## src/rtl/instruction_dispatch_if.sv

```systemverilog
// Dispatch-stage bundle: instruction queue head handshake, reservation-station
// availability, and the issue strobes/payload toward the back end.
interface instruction_dispatch_if #(
  parameter int unsigned TAG_W = 4
);
  logic              iq_valid;
  logic [74:0]       iq_instr;
  logic              iq_ready;
  logic              rs_int_free;
  logic              rs_fadd_free;
  logic              rs_fmul_free;
  logic              lsb_free;
  logic              rob_full;
  logic              disp_int;
  logic              disp_fadd;
  logic              disp_fmul;
  logic              disp_lsb;
  logic [74:0]       disp_instr;
  logic [TAG_W-1:0]  disp_tag;

  modport master (
    input  iq_valid, iq_instr, rs_int_free, rs_fadd_free, rs_fmul_free,
           lsb_free, rob_full,
    output iq_ready, disp_int, disp_fadd, disp_fmul, disp_lsb, disp_instr,
           disp_tag
  );

  modport slave (
    output iq_valid, iq_instr, rs_int_free, rs_fadd_free, rs_fmul_free,
           lsb_free, rob_full,
    input  iq_ready, disp_int, disp_fadd, disp_fmul, disp_lsb, disp_instr,
           disp_tag
  );
endinterface

```

## src/rtl/instruction_dispatch.sv

```systemverilog
// In-order single-entry dispatcher: holds one decoded head entry, issues it to
// the matching reservation station when that unit and the ROB can accept it.
module instruction_dispatch #(
  parameter int unsigned TAG_W   = 4,
  parameter int unsigned STALL_W = 16
) (
  input  logic                 clk,
  input  logic                 rst_n,
  input  logic                 flush,
  instruction_dispatch_if.master bus,
  output logic                 illegal_op,
  output logic [STALL_W-1:0]   stall_cycles
);

  typedef enum logic {EMPTY = 1'b0, HOLD = 1'b1} state_t;
  typedef enum logic [2:0] {
    CL_INT, CL_FADD, CL_FMUL, CL_LSB, CL_NOP, CL_ILL
  } class_t;

  state_t           state, state_nxt;
  class_t           cls;
  logic [74:0]      hold_instr;
  logic [TAG_W-1:0] tag;
  logic             hold_vld;
  logic             target_free;
  logic             fire;
  logic             ready;
  logic             accept;
  logic             issue;

  always_comb begin
    cls = CL_ILL;
    unique case (hold_instr[74:71])
      4'h0, 4'h1, 4'h2, 4'h3, 4'h8: cls = CL_INT;
      4'h4:                         cls = CL_FADD;
      4'h5:                         cls = CL_FMUL;
      4'h6, 4'h7:                   cls = CL_LSB;
      4'hF:                         cls = CL_NOP;
      default:                      cls = CL_ILL;
    endcase
  end

  always_comb begin
    hold_vld      = (state == HOLD);
    target_free   = 1'b0;
    unique case (cls)
      CL_INT:  target_free = bus.rs_int_free;
      CL_FADD: target_free = bus.rs_fadd_free;
      CL_FMUL: target_free = bus.rs_fmul_free;
      CL_LSB:  target_free = bus.lsb_free;
      default: target_free = 1'b0;
    endcase

    // NOP and illegal entries retire regardless of back-end availability
    fire = hold_vld & ~flush &
           ((cls == CL_NOP) | (cls == CL_ILL) | (target_free & ~bus.rob_full));
    ready  = rst_n & ~flush & (~hold_vld | fire);
    accept = bus.iq_valid & ready;

    bus.iq_ready  = ready;
    bus.disp_int  = fire & (cls == CL_INT);
    bus.disp_fadd = fire & (cls == CL_FADD);
    bus.disp_fmul = fire & (cls == CL_FMUL);
    bus.disp_lsb  = fire & (cls == CL_LSB);
    issue = bus.disp_int | bus.disp_fadd | bus.disp_fmul | bus.disp_lsb;

    bus.disp_instr = hold_instr;
    bus.disp_tag   = tag;

    state_nxt = state;
    if (flush)       state_nxt = EMPTY;
    else if (accept) state_nxt = HOLD;
    else if (fire)   state_nxt = EMPTY;
  end

  always_ff @(posedge clk or negedge rst_n) begin
    if (!rst_n) state <= EMPTY;
    else        state <= state_nxt;
  end

  always_ff @(posedge clk or negedge rst_n) begin
    if (!rst_n) begin
      hold_instr   <= '0;
      tag          <= '0;
      illegal_op   <= 1'b0;
      stall_cycles <= '0;
    end else begin
      if (accept)
        hold_instr <= bus.iq_instr;
      if (issue)
        tag <= tag + 1'b1;
      if (fire && cls == CL_ILL)
        illegal_op <= 1'b1;
      if (hold_vld && !fire && !flush && stall_cycles != '1)
        stall_cycles <= stall_cycles + 1'b1;
    end
  end

endmodule

```

## src/flat_wrapper.sv

```systemverilog
// flat-port wrapper written by rule: the top's interface ports become plain ports
module instruction_dispatch_flat 
#(
  parameter int unsigned TAG_W   = 4,
  parameter int unsigned STALL_W = 16
)
  (clk, rst_n, flush, illegal_op, stall_cycles, bus_iq_valid, bus_iq_instr, bus_rs_int_free, bus_rs_fadd_free, bus_rs_fmul_free, bus_lsb_free, bus_rob_full, bus_iq_ready, bus_disp_int, bus_disp_fadd, bus_disp_fmul, bus_disp_lsb, bus_disp_instr, bus_disp_tag);
  instruction_dispatch_if #(.TAG_W(TAG_W)) bus_i ();
  input  logic clk;
  input  logic rst_n;
  input  logic flush;
  output logic illegal_op;
  output logic [STALL_W-1:0] stall_cycles;
  input wire logic [$bits(bus_i.iq_valid)-1:0] bus_iq_valid;
  input wire logic [$bits(bus_i.iq_instr)-1:0] bus_iq_instr;
  input wire logic [$bits(bus_i.rs_int_free)-1:0] bus_rs_int_free;
  input wire logic [$bits(bus_i.rs_fadd_free)-1:0] bus_rs_fadd_free;
  input wire logic [$bits(bus_i.rs_fmul_free)-1:0] bus_rs_fmul_free;
  input wire logic [$bits(bus_i.lsb_free)-1:0] bus_lsb_free;
  input wire logic [$bits(bus_i.rob_full)-1:0] bus_rob_full;
  output wire logic [$bits(bus_i.iq_ready)-1:0] bus_iq_ready;
  output wire logic [$bits(bus_i.disp_int)-1:0] bus_disp_int;
  output wire logic [$bits(bus_i.disp_fadd)-1:0] bus_disp_fadd;
  output wire logic [$bits(bus_i.disp_fmul)-1:0] bus_disp_fmul;
  output wire logic [$bits(bus_i.disp_lsb)-1:0] bus_disp_lsb;
  output wire logic [$bits(bus_i.disp_instr)-1:0] bus_disp_instr;
  output wire logic [$bits(bus_i.disp_tag)-1:0] bus_disp_tag;
  assign bus_i.iq_valid = bus_iq_valid;
  assign bus_i.iq_instr = bus_iq_instr;
  assign bus_i.rs_int_free = bus_rs_int_free;
  assign bus_i.rs_fadd_free = bus_rs_fadd_free;
  assign bus_i.rs_fmul_free = bus_rs_fmul_free;
  assign bus_i.lsb_free = bus_lsb_free;
  assign bus_i.rob_full = bus_rob_full;
  assign bus_iq_ready = bus_i.iq_ready;
  assign bus_disp_int = bus_i.disp_int;
  assign bus_disp_fadd = bus_i.disp_fadd;
  assign bus_disp_fmul = bus_i.disp_fmul;
  assign bus_disp_lsb = bus_i.disp_lsb;
  assign bus_disp_instr = bus_i.disp_instr;
  assign bus_disp_tag = bus_i.disp_tag;
  instruction_dispatch #(.TAG_W(TAG_W), .STALL_W(STALL_W)) u_core (.clk(clk), .rst_n(rst_n), .flush(flush), .bus(bus_i), .illegal_op(illegal_op), .stall_cycles(stall_cycles));
endmodule
```

## config.mk

```make
export PLATFORM = sky130hd
export DESIGN_NAME = instruction_dispatch_flat
export DESIGN_NICKNAME = d
export VERILOG_FILES = /design/src/rtl/instruction_dispatch_if.sv /design/src/rtl/instruction_dispatch.sv /design/src/flat_wrapper.sv
export SDC_FILE = /design/constraint.sdc
export NUM_CORES = 1
export LEC_CHECK = 0
export CORE_MARGIN = 3
export CORE_UTILIZATION = 45
export CTS_CLUSTER_SIZE = 12
export DETAILED_ROUTE_END_ITERATION = 8
export GPL_TIMING_DRIVEN = 0
export PLACE_DENSITY = 0.83
export SYNTH_ARGS = -nofsm -noshare
export SYNTH_HDL_FRONTEND = slang
export SYNTH_SLANG_ARGS = --single-unit
```

## constraint.sdc

```tcl
create_clock -name clk -period 5.68 [get_ports clk]
set_clock_uncertainty 0.2 [all_clocks]
set_input_delay 0.852 -clock clk [delete_from_list [all_inputs] [get_ports clk]]
set_output_delay 0.852 -clock clk [all_outputs]
set_load 0.03 [all_outputs]
```

==> results.rst <==
.. list-table::
   :header-rows: 1

   * - Metric
     - Value
   * - Design internal power
     - ~1500 uW
   * - Clock transition at the register clock pins on the worst setup and hold paths after CTS
     - around 0.090 ns
   * - Synthesized area per cell
     - about 15 um^2
   * - Cells resized by post-CTS repair
     - 0
   * - Remaining DRCs
     - 0
   * - Levels on crit path
     - 6
   * - Number of standard cells after synthesis
     - around 280
   * - Total standard cell area after synthesis
     - approximately 4200 um^2
   * - Yosys warnings
     - 0
   * - First-pass GRT wire length
     - between 15 and 20 mm
   * - Total via count after detailed routing
     - slightly below 3,000
   * - Hpwl dp
     - about 8.0 mm
   * - Final min period
     - between 4 and 5 ns
   * - Core area
     - 8890 um^2
   * - Die Footprint
     - 10,600 um^2
   * - Net switching power figure
     - slightly above 800 uW
   * - Mean number of vias per cell
     - 5.04
   * - Clock network latency to the later pin of the worst-skew pair
     - between 0.3 and 0.4 ns
   * - Final setup vio count
     - 0
   * - Number of nets in the layout
     - ~560
   * - Transition time of the tightest slew-check pin
     - roughly 0.64 ns
   * - Required time of the worst setup path
     - around 4.6 ns
   * - Count of routing violations after the opening detailed-route iteration
     - 94
   * - Antenna violations before repair
     - 0
   * - Run status
     - complete, no violations
   * - Part of the Yosys area used for sequential elements
     - 57.7%
   * - Cell occurring most often along the worst timing path
     - clkdlybuf4s50_1
   * - Switching power as a share of total power
     - 34.8%
   * - Global Route Usage Sum
     - between 10% and 20%
   * - Hold/Removal Path Class
     - flop to flop
   * - Height of the die
     - ~100 um
   * - Initial core utilization
     - around 47%
   * - Post-CTS Hold Fix Bufs
     - 0
   * - Launch instance of the worst register-to-register path
     - u_core.bus.disp_instr[72]$_DFFE_PN0P_
   * - Startpoint type of the worst setup path
     - input port
   * - Setup CP Type
     - input port to output pin
   * - Number of non-filler instances in the completed layout
     - a little under 600
   * - Worst Reg-to-Reg Cells
     - 8
   * - Antenna-violating nets left
     - 0
   * - Total iterations of the first detailed-routing run
     - 4
   * - Layout filler cell count
     - roughly 600
   * - Number of top-level design ports
     - 185
   * - Top fanout value on the critical path
     - 7
   * - RSZ-0062 raised after global routing
     - no
   * - Diode count
     - 0
   * - Worst Hold Endpoint
     - u_core.illegal_op$_DFFE_PN0P_
   * - Tightest slew margin relative to the limit
     - between 50% and 60%
   * - Count of max-cap constraint violations
     - 0
   * - Overall routed net length
     - 10.4 mm
   * - R2r setup slk
     - slightly below 3 ns
   * - Placed Instances
     - about 580
   * - Post-synth EDFFs
     - 0
   * - Pleak
     - just under 0.003 uW
   * - Slack of the critical path
     - between 1 and 1.5 ns
   * - Clock share of power
     - about a fifth
   * - Cell area power density
     - about 360 nW/um^2
   * - Die outline width
     - 103 um
   * - Terminus of the critical flop-to-flop path
     - u_core.bus.disp_instr[53]$_DFFE_PN0P_
   * - Highest Clock Rate
     - 217 MHz
   * - Bufs on Longest Clock Path
     - 2
   * - WL/cell
     - around 18 um
   * - Flop and latch count out of synthesis
     - 97
   * - Post-synth top flop
     - dfrtp_1
   * - Pin count of the biggest net entering global routing
     - 52
   * - Min-delay src
     - u_core.illegal_op$_DFFE_PN0P_
   * - Sequential group share of total power
     - 40.5%
   * - Total count of max-transition violations in the final report
     - 0
   * - # rows
     - 34
   * - Clk Tree Root Cell
     - clkbuf_8
   * - Clk sinks
     - between 90 and 100
   * - Min-Delay Path Depth
     - 1
   * - Largest incremental delay on the critical path
     - roughly 0.77 ns
   * - Count of cell types in the netlist
     - 42
   * - Post-route fraction of the period consumed by the critical path
     - 81.2%
   * - Critical-path cell list
     - clkdlybuf4s50_1, or4b_1, o221a_2, a2111o_1, nor4b_1, clkdlybuf4s50_1
   * - Data arrival at the endpoint of the critical path
     - 3.56 ns
   * - Vias in the first global route
     - around 3,200
   * - Grt total ovfl
     - 0
   * - Critical Path Sink Type
     - output pin
   * - Setup bufs post-CTS
     - 0
   * - Share of final-layout standard cells stronger than drive strength 1
     - approximately 16%
   * - Crit path buffers/inverters
     - 2
   * - Net Count, Synth
     - approximately 370
   * - Peak ir drop on the vdd network
     - approximately 0.22 mV
   * - Final count of hold timing violations
     - 0
   * - Minimum setup slack after placement
     - between 1 and 1.5 ns
   * - Part of the power in combinational logic
     - around 40%
   * - TritonCTS clock tree
     - built
   * - Inserted Clock Buffers
     - 9
   * - Area occupied by registers
     - 2430 um^2
   * - RePlAce Congestion
     - a little under 0.8
   * - Post-route total power
     - 2320 uW
   * - Slowest CP cell
     - clkdlybuf4s50_1
   * - Synth async-reset ratio
     - between 90% and 100%
   * - Area taken by multi-input logic gates
     - around 1700 um^2
   * - Growth of design area from synthesis to finish
     - 52.3%
   * - Number of H-tree levels
     - 3
   * - Worst path top cell family by delay
     - buffers and inverters
   * - Quantity of I/O buffers inserted on ports
     - around 180
-- layout by cell type, fill, tap and decap left out, types with 2 or more instances in the layout --
master and count:
buf_2 4, dfrtp_1 97, mux2_1 28, ha_1 2, o21a_1 2, buf_6 5, nand4_1 2, nor4_1 3
nand3_1 8, inv_1 4, mux2_4 50, clkbuf_1 4, nand2b_1 2, clkbuf_8 10, nor2b_1 3, o211ai_1 2
o21ai_1 2, nor3_1 9, xnor2_1 2, clkdlybuf4s50_1 183, xor2_1 13, nor3b_1 3, nor2_1 8, and2_1 4
clkinvlp_4 3, nand2_1 8, buf_4 2
-- logic make-up after synthesis --
group | after synthesis | synth area share [%]
flops | 97 | 57.7
mux | 78 | 25.3
simple gates | 56 | 7.28
compound gates | 18 | 3.48
buf+inv | 16 | 2.53
xor+xnor | 15 | 3.12
fa+ha+maj | 2 | 0.594
-- how the worst max path moves through the flow --
stage / startpoint / to / slack [ns]
2_1_floorplan: bus_rs_int_free / bus_disp_fadd / 1.65
3_3_place_gp: rst_n / bus_iq_ready / -0.94
3_5_place_dp: bus_rs_int_free / bus_disp_fadd / 1.12
4_1_cts: bus_rs_int_free / bus_disp_fadd / 1.11
5_1_grt: bus_rs_int_free / bus_disp_fadd / 0.94
6_report: bus_rs_int_free / bus_disp_fadd / 1.07
-- power by group through the flow --
stage          Sequential, uW  Clock (uW)  Combinational (uW)
2_1_floorplan            1230           0                 221
3_3_place_gp              944           0                 926
3_5_place_dp              950           0                 943
4_1_cts                   941         462                 946
5_1_grt                   961         488                 981
6_report                  940         448                 935
-- sequential cells by signal, indices dropped and copies added, names as in the netlist --
register and count:
u_core.illegal_op 1, u_core.bus.disp_instr 75, u_core.stall_cycles 16, u_core.bus.disp_tag 4, u_core.hold_vld 1
-- Yosys cell counts (2+ instances only) --
cell | number | area (um^2)
dfrtp_1 | 97 | 2430
mux2_4 | 50 | 751
mux2_1 | 28 | 315
xor2_1 | 13 | 114
nor3_1 | 9 | 45.0
nand2_1 | 8 | 30.0
nand3_1 | 8 | 40.0
nor2_1 | 8 | 30.0
buf_6 | 5 | 56.3
and2_1 | 4 | 25.0
buf_2 | 4 | 20.0
inv_1 | 4 | 15.0
nor2b_1 | 3 | 18.8
nor3b_1 | 3 | 22.5
nor4_1 | 3 | 18.8
clkbuf_1 | 2 | 7.51
ha_1 | 2 | 25.0
nand2b_1 | 2 | 12.5
nand4_1 | 2 | 12.5
o211ai_1 | 2 | 15.0
o21a_1 | 2 | 15.0
o21ai_1 | 2 | 10.0
xnor2_1 | 2 | 17.5
-- routing by layer --
| metal | track usage [%] | wire (um) |
|---|---|---|
| met1 | 23.7 | 4090 |
| met2 | 34.6 | 5370 |
| met3 | 5.21 | 751 |
| met4 | 7.77 | 195 |
| met5 | 0 | 0 |
-- final cells by class --
class	instances	area share [%]
Tap cell	108	2.11
Clock buffer	12	2.26
Multi-Input combinational cell	169	26.1
Buffer	12	1.43
Sequential cell	97	37.9
Clock inverter	4	0.820
Timing Repair Buffer	185	29.1
Inverter	4	0.234
-- worst register-to-register path: stages (launching register included) --
cell and delay, ns:
dfrtp_1 0.41, clkbuf_1 0.22, or4b_1 0.51, o221a_2 0.17
a21oi_2 0.18, o2111ai_1 0.20, buf_4 0.28, buf_6 0.18
mux2_4 0.30
-- per-stage QoR --
step / hold slack [ns] / cell area (um^2) / TNS, ns / util (%)
floorplan: 0.356 / 4210 / 0 / -
global placement: 0.258 / 6190 / -58.53 / 69.6
detailed placement: 0.263 / 6210 / 0 / 69.9
CTS: 0.288 / 6410 / 0 / 72.1
global route: 0.310 / 6410 / 0 / 72.1
finish: 0.281 / 6410 / 0 / 72.1
Power figures use the tool's default switching activity.
